===== config.mk =====
export PLATFORM = sky130hd
export DESIGN_NAME = accumulate_unit
export DESIGN_NICKNAME = d
export VERILOG_FILES = /design/src/rtl/accumulate_unit.sv
export SDC_FILE = /design/constraint.sdc
export NUM_CORES = 1
export LEC_CHECK = 0
export CAP_MARGIN = 15
export CORE_ASPECT_RATIO = 2
export CORE_MARGIN = 10
export CORE_UTILIZATION = 57
export DETAILED_ROUTE_END_ITERATION = 16
export HOLD_SLACK_MARGIN = 0.1
export PLACE_DENSITY = 0.85
export SLEW_MARGIN = 0
export SYNTH_ARGS = -nofsm -noshare
export SYNTH_HDL_FRONTEND = slang
export SYNTH_SLANG_ARGS = --single-unit

===== constraint.sdc =====
create_clock -name clk -period 54.1 [get_ports clk]
set_input_delay 16.23 -clock clk [delete_from_list [all_inputs] [get_ports clk]]
set_output_delay 16.23 -clock clk [all_outputs]
set_load 0.02 [all_outputs]

===== src/rtl/accumulate_unit.sv =====
// Streaming signed packet accumulator fed by an internal 8-bit block-bypass adder.
// Results are presented on a valid/ready port with sticky carry/overflow flags and a beat count.

module accumulate_unit_bypass_adder #(
   parameter int N = 32
) (
   input  logic [N-1:0] a,
   input  logic [N-1:0] b,
   input  logic         cin,
   output logic [N-1:0] s,
   output logic         cout,
   output logic         of
);
   localparam int NB = N / 8;

   logic [N-1:0] p;
   logic [N-1:0] g;
   logic         carry;
   logic         blk_cin;

   assign p = a ^ b;
   assign g = a & b;

   // Ripple inside each 8-bit block; a fully-propagating block forwards its carry-in directly.
   always_comb begin
      s       = '0;
      carry   = cin;
      blk_cin = cin;
      for (int blk = 0; blk < NB; blk++) begin
         blk_cin = carry;
         for (int i = 0; i < 8; i++) begin
            s[blk*8+i] = p[blk*8+i] ^ carry;
            carry      = g[blk*8+i] | (p[blk*8+i] & carry);
         end
         if (&p[blk*8 +: 8]) begin
            carry = blk_cin;
         end
      end
      cout = carry;
   end

   // Carry into the sign bit is recovered from the sum bit; overflow is carry-in xor carry-out of the MSB.
   assign of = (s[N-1] ^ p[N-1]) ^ cout;

endmodule

module accumulate_unit #(
   parameter int N     = 32,
   parameter int CNT_W = 8,
   parameter bit SAT   = 1'b0
) (
   input  logic             clk,
   input  logic             rst,
   input  logic             clr,
   input  logic             in_valid,
   output logic             in_ready,
   input  logic [N-1:0]     in_data,
   input  logic             in_last,
   output logic             out_valid,
   input  logic             out_ready,
   output logic [N-1:0]     out_sum,
   output logic             out_cout,
   output logic             out_of,
   output logic [CNT_W-1:0] out_count
);

   typedef enum logic {ACC, HOLD} state_t;

   state_t                  state_q,     state_d;
   logic signed [N-1:0]     acc_q,       acc_d;
   logic                    cout_s_q,    cout_s_d;
   logic                    of_s_q,      of_s_d;
   logic [CNT_W-1:0]        cnt_q,       cnt_d;
   logic                    out_valid_q, out_valid_d;
   logic signed [N-1:0]     out_sum_q,   out_sum_d;
   logic                    out_cout_q,  out_cout_d;
   logic                    out_of_q,    out_of_d;
   logic [CNT_W-1:0]        out_count_q, out_count_d;

   logic [N-1:0]            add_s;
   logic                    add_cout;
   logic                    add_of;
   logic                    accept;
   logic signed [N-1:0]     acc_next;
   logic                    cout_next;
   logic                    of_next;
   logic [CNT_W-1:0]        cnt_next;

   function automatic logic signed [N-1:0] sat_acc(
      input logic signed [N-1:0] sum,
      input logic                ovf,
      input logic                acc_msb
   );
      logic signed [N-1:0] max_v;
      logic signed [N-1:0] min_v;
      max_v = {1'b0, {(N-1){1'b1}}};
      min_v = {1'b1, {(N-1){1'b0}}};
      if (SAT && ovf) begin
         return acc_msb ? min_v : max_v;
      end
      return sum;
   endfunction

   function automatic logic [CNT_W-1:0] inc_count(input logic [CNT_W-1:0] c);
      return (&c) ? c : c + 1'b1;
   endfunction

   accumulate_unit_bypass_adder #(.N(N)) u_adder (
      .a    (acc_q),
      .b    (in_data),
      .cin  (1'b0),
      .s    (add_s),
      .cout (add_cout),
      .of   (add_of)
   );

   assign in_ready  = (state_q == ACC);
   assign accept    = in_valid & in_ready;
   assign acc_next  = sat_acc($signed(add_s), add_of, acc_q[N-1]);
   assign cout_next = cout_s_q | add_cout;
   assign of_next   = of_s_q | add_of;
   assign cnt_next  = inc_count(cnt_q);

   always_comb begin
      state_d     = state_q;
      acc_d       = acc_q;
      cout_s_d    = cout_s_q;
      of_s_d      = of_s_q;
      cnt_d       = cnt_q;
      out_valid_d = out_valid_q;
      out_sum_d   = out_sum_q;
      out_cout_d  = out_cout_q;
      out_of_d    = out_of_q;
      out_count_d = out_count_q;

      if (clr) begin
         // Abort wins over any beat or handshake in the same cycle.
         state_d     = ACC;
         acc_d       = '0;
         cout_s_d    = 1'b0;
         of_s_d      = 1'b0;
         cnt_d       = '0;
         out_valid_d = 1'b0;
         out_sum_d   = '0;
         out_cout_d  = 1'b0;
         out_of_d    = 1'b0;
         out_count_d = '0;
      end else begin
         case (state_q)
            ACC: begin
               if (accept) begin
                  acc_d    = acc_next;
                  cout_s_d = cout_next;
                  of_s_d   = of_next;
                  cnt_d    = cnt_next;
                  if (in_last) begin
                     out_valid_d = 1'b1;
                     out_sum_d   = acc_next;
                     out_cout_d  = cout_next;
                     out_of_d    = of_next;
                     out_count_d = cnt_next;
                     state_d     = HOLD;
                  end
               end
            end
            HOLD: begin
               if (out_ready) begin
                  state_d     = ACC;
                  acc_d       = '0;
                  cout_s_d    = 1'b0;
                  of_s_d      = 1'b0;
                  cnt_d       = '0;
                  out_valid_d = 1'b0;
                  out_sum_d   = '0;
                  out_cout_d  = 1'b0;
                  out_of_d    = 1'b0;
                  out_count_d = '0;
               end
            end
            default: state_d = ACC;
         endcase
      end
   end

   always_ff @(posedge clk) begin
      if (rst) begin
         state_q     <= ACC;
         acc_q       <= '0;
         cout_s_q    <= 1'b0;
         of_s_q      <= 1'b0;
         cnt_q       <= '0;
         out_valid_q <= 1'b0;
         out_sum_q   <= '0;
         out_cout_q  <= 1'b0;
         out_of_q    <= 1'b0;
         out_count_q <= '0;
      end else begin
         state_q     <= state_d;
         acc_q       <= acc_d;
         cout_s_q    <= cout_s_d;
         of_s_q      <= of_s_d;
         cnt_q       <= cnt_d;
         out_valid_q <= out_valid_d;
         out_sum_q   <= out_sum_d;
         out_cout_q  <= out_cout_d;
         out_of_q    <= out_of_d;
         out_count_q <= out_count_d;
      end
   end

   assign out_valid = out_valid_q;
   assign out_sum   = out_sum_q;
   assign out_cout  = out_cout_q;
   assign out_of    = out_of_q;
   assign out_count = out_count_q;

endmodule


# ---- Word level (Yosys, flattened, before mapping)
# Cells that the tools add are included.
dict set report totals {
  register_bits 86
  latch_bits 0
  ramBits 0
  romBits 0
  in_bits 38
  wordCells 158
  mem_count 0
}
dict set report op_classes {
  addsub 1
  mul 0
  n_div 0
  n_lt_le_gt_ge 0
  n_eq_ne 3
  shifts 0
  n_mux 35
  bitwise_logic 101
  reduce_logical 8
}
# cell n
set op_table {}
lappend op_table {{two-way mux 32 bit} 4}
lappend op_table {{one-hot mux 32 bit (2 select lines)} 2}
lappend op_table {{two-way mux 8 bit} 5}
lappend op_table {{AND reduction 8 bit} 5}
lappend op_table {{bitwise OR 1 bit} 33}
lappend op_table {{XOR 1 bit} 33}
lappend op_table {{bitwise AND 1 bit} 32}
lappend op_table {{bitwise AND 32 bit} 1}
lappend op_table {{one-hot mux 8 bit (2 select lines)} 2}
lappend op_table {{XOR 32 bit} 1}
lappend op_table {{two-way mux 1 bit} 16}
lappend op_table {{one-hot mux 1 bit (2 select lines)} 6}
lappend op_table {{adder 8 x 1 -> 8 bit (second input constant)} 1}
lappend op_table {{!= test 2 x 1 -> 1 bit (second input constant)} 2}
lappend op_table {{AND reduction 3 bit} 1}
lappend op_table {{!= test 2 bit (second input constant)} 1}
lappend op_table {{AND reduction 2 bit} 1}
lappend op_table {{OR reduction 2 bit} 1}
lappend op_table {{inverter 1 bit} 1}

# ---- Longest topological paths before layout
# Gate-level depths: netlist of the first run.
dict set report depth {
  ltp_word 72
  depth_mapped 44
}

# ---- Hierarchy
# Synthesis of the first run repeated with hierarchy kept, for this count alone.
dict set report hier_totals {
  cells_unflattened 461
  area_unflattened_um2 4534.3
}
# module instances cells_per_inst area_each_um2 seq_area_each_um2
set modules_own_cells {}
lappend modules_own_cells {accumulate_unit 1 366 3260.6 1721.7}
lappend modules_own_cells {accumulate_unit_bypass_adder 1 95 1273.7 0.0}

# ---- Worst setup path before layout of the first run
# No wires, ideal clock.
dict set report synth_timing {
  path_type {input to register}
  from {input in_data[0]}
  to {register out_of_q (netlist: out_of)}
  arrival_ns 29.052
  t_required_ns 53.966
  slack_ns 24.913
  path_stages 44
  path_buffers 0
  path_cell_list {ha_1 > inv_1 > fa_1 > fa_1 > fa_1 > fa_1 > fa_1 > fa_1 > inv_1 > fa_1 > o21a_1 > fa_1 > inv_1 > fa_1 > fa_1 > fa_1 > fa_1 > fa_1 > [8 not listed] > fa_1 > fa_1 > fa_1 > fa_1 > o21ai_0 > nand2_1 > fa_1 > fa_1 > fa_1 > fa_1 > fa_1 > fa_1 > fa_1 > inv_1 > fa_1 > xor2_1 > a2111oi_0 > nor4_1}
}
dict set report synth_via {
  elab_chain_cells 72
  word_cells_on_any_way 76
  cone_classes {7 x mux; 68 x bitwise; 1 x reduce/logical}
}
# item line_no
set synth_lines {}
lappend synth_lines {{start, declared} 57} ;# input logic [N-1:0] in_data,
lappend synth_lines {{bitwise AND 32 bit} 22} ;# assign g = a & b;
lappend synth_lines {{bitwise AND 1 bit} 33} ;# carry = g[blk*8+i] | (p[blk*8+i] & carry);
lappend synth_lines {{bitwise OR 1 bit} 33}
lappend synth_lines {{bitwise AND 1 bit} 33}
lappend synth_lines {{bitwise OR 1 bit} 33}
lappend synth_lines {{bitwise AND 1 bit} 33}
lappend synth_lines {{bitwise OR 1 bit} 33}
lappend synth_lines {{bitwise AND 1 bit} 33}
lappend synth_lines {{[56 not listed]} --}
lappend synth_lines {{bitwise AND 1 bit} 33}
lappend synth_lines {{bitwise OR 1 bit} 33}
lappend synth_lines {{two-way mux 1 bit} 35} ;# if (&p[blk*8 +: 8]) begin
lappend synth_lines {{XOR 1 bit *} 43} ;# assign of = (s[N-1] ^ p[N-1]) ^ cout;
lappend synth_lines {{bitwise OR 1 bit *} 121} ;# assign of_next = of_s_q | add_of;
lappend synth_lines {{two-way mux 1 bit *} 156} ;# if (in_last) begin
lappend synth_lines {{two-way mux 1 bit *} 151} ;# if (accept) begin
lappend synth_lines {{one-hot mux 1 bit (2 select lines) *} 149} ;# case (state_q)
lappend synth_lines {{end signal, assigned} 206} ;# out_of_q <= out_of_d;
lappend synth_lines {{end, declared} 77} ;# logic out_of_q, out_of_d;
# Mark *: on every way between the ends. The rest lies on a longest branch, timed or not. The select of a mux whose other input is x is not followed.
# A chain may end at the register's enable or synchronous reset.

# ---- Final worst setup path of the first run
# Ends and elaborated chain as after synthesis.

==> out/summary.txt, run 1 <==
status -> finished, final reports clean
Yosys top cell by area -> dfxtp_1
met3 usage -> 0.0492
Crit Path Max Fanout -> 4
register share of total power -> 0.431
syn nets -> 651
VDD IR max -> 0.0238 mV
Netlist cell types -> 45
CTS Buf Count -> 9
CP Buf/Inv Count -> 5
Worst-path clk slew -> 0.06 ns
setup TNS -> 0 ns
ys flop type -> dfxtp_1
Worst Path Required -> 54.31 ns
Clock Tree Buf Depth -> 2
Clock Latency Late Sink -> 0.35 ns
DR pass1 iterations -> 4
core area -> 7940 um^2
internal power -> 0.114 mW
largest net degree at the start of global routing -> 70
IO Pins -> 82
clk sink count -> 86
Placer Congestion -> 0.898
M1 GR Usage -> 0.190
grt total ovfl -> 0
Syn-to-layout area delta -> 24.0%
Seq/Total Area, Yosys -> 0.368
Syn Std Cell Area -> 4670 um^2
Die Ht -> 148 um
fin crit share -> 0.559
nets -> 713
GR Util met2 -> 0.365
Startpoint Class -> input port
Final setup violation count -> 0
Post-Layout Cell Count -> 712
Psw -> 0.0417 mW
fmax -> 0.0331 GHz
Lkg Pwr -> 2.30 nW
Util after Layout -> 0.730
first-pass GRT wire length -> 20.4 mm
Logic pwr share -> 0.167
Worst Path Arrival -> 30.45 ns
Syn Inst Count -> 549
worst slew margin relative to its limit -> 0.310
post_cts resized -> 0
Die X -> 84.0 um
switching part of the total -> 0.269
CTS tree -> built
CP top delay family -> adder cells
initial antenna violation count -> 0
antenna diode count -> 0
vias in the first global route -> 4342
clock skew -> 0.00813 ns
dpl cells -> 696
crit path kind -> input port to flop
Setup Buffers After CTS -> 0
via count -> 3997
# port buffers -> 81
Wirelength per Cell -> 17.0 um
asr flop ratio synth -> 0
Synth Register Bits -> 86
measured slew at the worst slew-check pin -> 1.03 ns
Critical-path top delay cell -> clkdlybuf4s50_1
Max Cap Viol -> 0
final-report hold violation count -> 0
share of cells above drive strength 1 -> 0.0487
crit end category -> flop
post-synth top area share -> 0.368
delay of the slowest critical-path stage -> 0.46 ns
Avg Inst Size Synth -> 8.51 um^2
Pwr per Cell Area -> 26.8 nW/um^2
DRT antenna net count -> 0
RSZ-0062 raised after global routing -> no
Detailed Place HPWL -> 8.79 mm
number of flops mapped to enable cells by yosys -> 0
Clock power frac -> 0.402
total track usage -> 0.198
Tmin final -> 30.24 ns
cell mode on critical path -> fa_1
Via-to-Cell Ratio -> 5.61
Hold Buf Count CTS -> 0
row cnt -> 46
Tightest Hold Check Type -> flop to flop
gr busiest metal -> met2
Yosys Warn Count -> 0
1st-iter DRT viols -> 292
WL final -> 12.1 mm
die area -> 12400 um^2
Remaining DRCs -> 0
htree depth -> 3
Synth area leaders -> dfxtp_1, fa_1, nor2_1
Initial Util -> 0.589
CTS root buf -> clkbuf_16
Final Slew Violations -> 0
-- registers in the layout (all words and copies together) (netlist names) --
signal     count
out_sum       32
state_q        1
cout_s_q       1
of_s_q         1
out_count      8
cnt_q          8
out_valid      1
out_cout       1
out_of         1
acc_q         32
-- power by group through the flow --
stage	Sequential (mW)	Clock, mW	Combinational [mW]
2_1_floorplan	0.0690	0	0.0151
3_3_place_gp	0.0682	0	0.0246
3_5_place_dp	0.0683	0	0.0255
4_1_cts	0.0669	0.0632	0.0259
5_1_grt	0.0671	0.0656	0.0291
6_report	0.0669	0.0625	0.0259
-- cells by family after synthesis --
group	share of synthesized area
buffers and inverters	0.0814
DFF	0.368
adders and majority gates	0.221
xor gates and xnor gates	0.00562
and+or+nand+nor	0.179
muxes	0.0131
AOI/OAI and AO/OA	0.131
-- worst min-delay path, cell delays in order, from the launching register on --
cell     delay [ns]
dfxtp_1        0.31
nand2_1        0.05
a21oi_1        0.05
-- cell usage after synthesis, types with 5 or more instances --
cell type    n
nor3_1       9
nand2_1     17
inv_1       61
nand3_1      8
mux2i_1      5
buf_2        9
a22oi_1      7
ha_1        33
dfxtp_1     86
nand4_1      8
a31oi_1     31
nor2_1     131
fa_1        31
a21oi_1     45
clkbuf_1    23
-- per-stage QoR --
step / hold slack (ns) / setup WS [ns] / total power [mW] / instance area [um^2]
2_1_floorplan: 0.458 / 24.91 / 0.0841 / 4670
3_3_place_gp: 0.442 / 24.09 / 0.0928 / 5490
3_5_place_dp: 0.452 / 23.57 / 0.0937 / 5490
4_1_cts: 0.461 / 23.90 / 0.156 / 5800
5_1_grt: 0.489 / 23.36 / 0.162 / 5800
6_report: 0.454 / 23.86 / 0.155 / 5800
-- cell usage in the layout, fill, tap and decap left out, types with 2 or more instances in the layout --
master,n
and2_1,2
xor2_1,2
ha_1,33
nand4_1,8
nand3_1,8
and4_1,3
a21oi_1,45
clkinvlp_4,2
buf_4,5
clkdlybuf4s50_1,81
nand2b_1,2
nor2_1,131
nand2_1,16
nor3_1,9
mux2i_1,5
inv_1,61
o21a_1,2
or2_2,2
fa_1,31
a22oi_1,7
a211oi_1,4
clkbuf_16,9
a21o_1,3
dfxtp_1,86
a31oi_1,31
o21ai_0,4
-- per-layer routing --
| metal | wire length (um) | part of all wire | vias to the layer above |
|---|---|---|---|
| met5 | 0 | 0 | - |
| met4 | 508 | 0.042 | 0 |
| met3 | 697 | 0.058 | 40 |
| met2 | 6580 | 0.54 | 149 |
| met1 | 4310 | 0.36 | 1901 |
| li1 | - | - | 1907 |
-- path summary, 6_finish.rpt --
check | start | endpoint | slack [ns] | depth (start not counted)
max | in_data[0] | out_of$_SDFFE_PP0P_ | 23.86 | 45
min | out_count[2]$_SDFFE_PP0P_ | out_count[2]$_SDFFE_PP0P_ | 0.45 | 2
max reg2reg | acc_q[0]$_SDFFE_PP0P_ | out_of$_SDFFE_PP0P_ | 39.86 | 44
min reg2reg | out_count[2]$_SDFFE_PP0P_ | out_count[2]$_SDFFE_PP0P_ | 0.45 | 2
-- area by class of cell --
type	instances	area [um^2]
timing repair buffer	86	848
tap	96	120
fill	581	2150
sequential	86	1720
clock buffer	11	243
clock inverter	5	58.8
multi-input combinational	367	2570
inverter	61	229
Power figures use the tool's default switching activity.
==> run 2, diff against run 1 <==
Settings changed: CORE_UTILIZATION 57 to 53, PLACE_DENSITY 0.85 to 0.8.
Clock period 54.1 ns to 31.2 ns, I/O delays scaled along.
==> out/summary.txt, run 2 (synthesis gave the netlist of run 1 again) <==
crit path kind -> input port to flop
CTS Buf Count -> 9 (unchanged)
Wirelength per Cell -> 16.4 um (-3.6%)
Final setup violation count -> 0 (unchanged)
DR pass1 iterations -> 5 (+1)
RSZ-0062 raised after global routing -> no
post_cts resized -> 0 (unchanged)
Die Ht -> 153 um (+3.2%)
register share of total power -> 0.430 (about the same)
placed inst area -> 5500 um^2 (about the same)
area of the multi-input gates -> 2570 um^2 (unchanged)
first-pass GRT wire length -> 20.1 mm (-1.3%)
clock skew -> 0.00565 ns (-0.00248 ns)
die area -> 13200 um^2 (+6.1%)
Max Cap Viol -> 0 (unchanged)
Clock Latency Late Sink -> 0.34 ns (about the same)
htree depth -> 3 (unchanged)
Initial Util -> 0.541 (-0.0480)
antenna diode count -> 0 (unchanged)
Psw -> 0.0706 mW (+69%)
measured slew at the worst slew-check pin -> 1.03 ns (-0.00105 ns)
Via-to-Cell Ratio -> 5.49 (-2.2%)
initial antenna violation count -> 0 (unchanged)
instance count on the critical path -> 45 (unchanged)
Clock power frac -> 0.405 (+0.003)
Tightest Hold Check Type -> flop to flop
Post-Layout Inst Area -> 5800 um^2 (+0.11%)
Critical-path top delay cell -> clkdlybuf4s50_1
row cnt -> 48 (+4.3%)
Pwr Total -> 0.270 mW (+74%)
Pwr per Cell Area -> 46.5 nW/um^2 (+74%)
nets -> 713 (unchanged)
internal power -> 0.199 mW (+75%)
IO Pins -> 82 (unchanged)
crit end category -> flop
cell mode on critical path -> fa_1
grt total ovfl -> 0 (unchanged)
CTS tree -> built
Syn-to-layout area delta -> 24.1%
total track usage -> 0.186 (-0.0126)
worst hold path cell count -> 2 (unchanged)
Filler Cell Count -> 711 (+22%)
CTS root buf -> clkbuf_16
Worst Path Required -> 31.40 ns (-22.91 ns)
Die X -> 86.4 um (+2.8%)
share of cells above drive strength 1 -> 0.0471 (-0.00162)
Reg2Reg Depth -> 44 (unchanged)
clk sink count -> 86 (unchanged)
Worst-path clk slew -> 0.06 ns (about the same)
CP top delay family -> adder cells
worst slew margin relative to its limit -> 0.311 (+0.000698)
core area -> 8650 um^2 (+8.9%)
switching part of the total -> 0.262 (-0.00673)
fmax -> 0.0430 GHz
Final Slew Violations -> 0 (unchanged)
largest net degree at the start of global routing -> 72 (+2.9%)
Lkg Pwr -> 2.30 nW (+0.18%)
Startpoint Class -> input port
Crit Path Max Fanout -> 4 (unchanged)
delay of the slowest critical-path stage -> 0.46 ns (about the same)
# port buffers -> 81 (unchanged)
Detailed Place HPWL -> 8.55 mm (-2.7%)
Logic pwr share -> 0.165 (-0.002)
Clock Tree Buf Depth -> 2 (unchanged)
most common cell after layout, fill and taps aside -> nor2_1
Worst Path Arrival -> 23.47 ns (-6.98 ns)
CP Buf/Inv Count -> 5 (unchanged)
1st-iter DRT viols -> 262 (-10%)
fin crit share -> 0.746
worst hold margin -> 0.451 ns (-0.00319 ns)
Setup Buffers After CTS -> 0 (unchanged)
setup TNS -> 0 ns (unchanged)
Sequential Area -> 1720 um^2 (unchanged)
vias in the first global route -> 4297 (-1.0%)
Remaining DRCs -> 0 (unchanged)
status -> finished, final reports clean
Hold Buf Count CTS -> 0 (unchanged)
VDD IR max -> 0.0360 mV (+51%)
WL final -> 11.7 mm (-3.0%)
Placer Congestion -> 0.879 (-2.1%)
DRT antenna net count -> 0 (unchanged)
final-report hold violation count -> 0 (unchanged)
Tmin final -> 23.28 ns
most frequent cells in the layout -> nor2_1, dfxtp_1, clkdlybuf4s50_1
via count -> 3932 (-1.6%)
[run 2: final cells by class]
| class | count | share of cell area |
|---|---|---|
| Timing Repair Buffer | 86 | 0.146 |
| Sequential cell | 86 | 0.297 |
| Clock buffer | 13 | 0.0449 |
| Tap cell | 100 | 0.0216 |
| Multi-Input combinational cell | 367 | 0.444 |
| Inverter | 61 | 0.0395 |
| Clock inverter | 3 | 0.00733 |
[run 2: metal layers]
metal,up-vias,GRT usage,share of wire
met5,-,0,0
li1,1903,-,-
met3,31,0.0378,0.053
met4,0,0.0939,0.034
met1,1887,0.188,0.36
met2,111,0.339,0.55
[run 2: worst register-to-register path, delay by kind of cell, from the launching register on]
kind | cells | cell delay [ns]
buffers and inverters | 4 | 0.25
flip-flops | 1 | 0.34
XOR/XNOR | 1 | 0.20
adder cells (fa/ha/maj) | 32 | 11.97
AND/OR/NAND/NOR | 3 | 0.37
AO/OA/AOI/OAI | 4 | 0.88
[run 2: final timing paths]
kind	start	endpoint	slack (ns)
worst min-delay path	out_count[2]$_SDFFE_PP0P_	out_count[2]$_SDFFE_PP0P_	0.45
worst max-delay path	in_data[0]	out_of$_SDFFE_PP0P_	7.92
worst max register to register	acc_q[0]$_SDFFE_PP0P_	out_of$_SDFFE_PP0P_	17.07
worst min register to register	out_count[2]$_SDFFE_PP0P_	out_count[2]$_SDFFE_PP0P_	0.45
[run 2: through the flow]
step / utilization / instances / worst slack (ns)
finish: 0.671 / 716 / 7.92
global route: 0.671 / 716 / 7.28
CTS: 0.671 / 716 / 8.02
detailed placement: 0.636 / 700 / 7.71
global placement: 0.636 / 700 / 8.03
floorplan: - / 549 / 8.88
[run 2: power groups by stage]
stage | Combinational, mW | Sequential, mW | Clock [mW]
3_5_place_dp | 0.0442 | 0.118 | 0
4_1_cts | 0.0448 | 0.116 | 0.110
5_1_grt | 0.0502 | 0.116 | 0.114
6_report | 0.0446 | 0.116 | 0.109
3_3_place_gp | 0.0430 | 0.118 | 0
2_1_floorplan | 0.0261 | 0.120 | 0
==> run 3, diff against run 2 <==
Clock period 31.2 ns to 23.8 ns, I/O delays scaled along.
==> out/summary.txt, run 3 (synthesis gave the netlist of run 1 again) <==
Remaining DRCs -> 0 (unchanged)
die area -> 13200 um^2 (unchanged)
placed inst area -> 5500 um^2 (unchanged)
grt total ovfl -> 0 (unchanged)
post_cts resized -> 0 (unchanged)
Util after Layout -> 0.671 (about the same)
vias in the first global route -> 4265 (-0.74%)
Worst Path Arrival -> 21.26 ns (-2.21 ns)
Detailed Place HPWL -> 8.59 mm (+0.40%)
Hold Buf Count CTS -> 0 (unchanged)
nets -> 713 (unchanged)
Clock Latency Late Sink -> 0.34 ns (about the same)
Filler Cell Count -> 724 (+1.8%)
crit end category -> flop
Crit Path Max Fanout -> 4 (unchanged)
Startpoint Class -> input port
Critical-path top delay cell -> clkdlybuf4s50_1
Sequential Area -> 1720 um^2 (unchanged)
IO Pins -> 82 (unchanged)
pre-CTS setup slack -> 2.50 ns (-5.20 ns)
Post-Layout Inst Area -> 5800 um^2 (about the same)
Wirelength per Cell -> 16.4 um (+0.30%)
Final setup violation count -> 0 (unchanged)
Worst Path Required -> 23.99 ns (-7.41 ns)
Clock Tree Buf Depth -> 2 (unchanged)
worst slew margin relative to its limit -> 0.297 (-0.0137)
row cnt -> 48 (unchanged)
CTS root buf -> clkbuf_16
area of the multi-input gates -> 2570 um^2 (unchanged)
htree depth -> 3 (unchanged)
setup TNS -> 0 ns (unchanged)
Via-to-Cell Ratio -> 5.53 (+0.66%)
Tightest Hold Check Type -> flop to flop
crit path kind -> input port to flop
WL final -> 11.8 mm (+0.30%)
cell mode on critical path -> fa_1
Placer Congestion -> 0.879 (unchanged)
CTS Buf Count -> 9 (unchanged)
most frequent cells in the layout -> nor2_1, dfxtp_1, clkdlybuf4s50_1
measured slew at the worst slew-check pin -> 1.05 ns (+0.0205 ns)
# port buffers -> 81 (unchanged)
final-report hold violation count -> 0 (unchanged)
largest net degree at the start of global routing -> 72 (unchanged)
Lkg Pwr -> 2.31 nW (+0.28%)
clock skew -> 0.00628 ns (+0.000631 ns)
DRT antenna net count -> 0 (unchanged)
Die Ht -> 153 um (unchanged)
Final Slew Violations -> 0 (unchanged)
Pwr per Cell Area -> 60.7 nW/um^2 (+31%)
VDD IR max -> 0.0407 mV (+13%)
fmax -> 0.0475 GHz
first-pass GRT wire length -> 20.3 mm (+0.89%)
fin crit share -> 0.885
via count -> 3958 (+0.66%)
total track usage -> 0.188 (+0.00200)
core area -> 8650 um^2 (unchanged)
Tmin final -> 21.07 ns
Final Worst Setup Slack -> 2.73 ns (-5.19 ns)
delay of the slowest critical-path stage -> 0.46 ns (about the same)
status -> finished, final reports clean
share of cells above drive strength 1 -> 0.0487 (+0.00162)
clk sink count -> 86 (unchanged)
DR pass1 iterations -> 5 (unchanged)
RSZ-0062 raised after global routing -> no
antenna diode count -> 0 (unchanged)
most common cell after layout, fill and taps aside -> nor2_1
Initial Util -> 0.541 (unchanged)
initial antenna violation count -> 0 (unchanged)
Die X -> 86.4 um (unchanged)
Max Cap Viol -> 0 (unchanged)
Worst-path clk slew -> 0.06 ns (about the same)
Syn-to-layout area delta -> 24.1% (about the same)
1st-iter DRT viols -> 226 (-14%)
CTS tree -> built
Setup Buffers After CTS -> 0 (unchanged)
==> run 3: cell count changes in the layout (fill, tap and decap cells not counted), sizes merged <==
cell / before / now
clkbuf: 13 / 12
clkinv: 1 / 3
clkinvlp: 1 / 0
==> run 3: final cells by class <==
cell class,instances,area share
multi-input cells,367,0.444
flip-flops and latches,86,0.297
repair buffers,86,0.146
clock buffers,12,0.0442
inverters,61,0.0395
well taps,100,0.0216
clock inverters,4,0.00777
==> run 3: per-layer routing <==
| metal | GRT usage | wire length, um | vias to the layer above |
|---|---|---|---|
| li1 | - | - | 1906 |
| met1 | 0.189 | 4210 | 1908 |
| met4 | 0.0939 | 427 | 0 |
| met2 | 0.341 | 6470 | 112 |
| met3 | 0.0431 | 662 | 32 |
| met5 | 0 | 0 | - |
==> run 3: stage by stage <==
step	hold slack [ns]	instances	power [mW]
CTS	0.455	716	0.355
floorplan	0.458	549	0.191
global route	0.488	716	0.368
detailed placement	0.447	700	0.213
finish	0.450	716	0.352
global placement	0.443	700	0.211
==> run 3: worst paths after layout <==
kind                     startpoint                     end  slack, ns  cells after the start
max                      in_data[0]     out_of$_SDFFE_PP0P_       2.73                     45
min          out_valid$_SDFFE_PP0P_  out_valid$_SDFFE_PP0P_       0.45                      2
max reg2reg   acc_q[0]$_SDFFE_PP0P_     out_of$_SDFFE_PP0P_       9.66                     44
min reg2reg  out_valid$_SDFFE_PP0P_  out_valid$_SDFFE_PP0P_       0.45                      2
==> run 3: report_power, final <==
part,switching [mW],internal [mW],leakage (nW)
sequential,0.00344,0.149,0.698
combinational,0.0330,0.0253,1.46
clock,0.0554,0.0865,0.152
==> run 3: worst max-delay path, delay by kind of cell <==
family                   cells  cell delay [ns]
buffers and inverters        5             0.71
adder cells (fa/ha/maj)     32            11.97
AND/OR/NAND/NOR              3             0.37
XOR/XNOR                     1             0.20
AO/OA/AOI/OAI                4             0.87
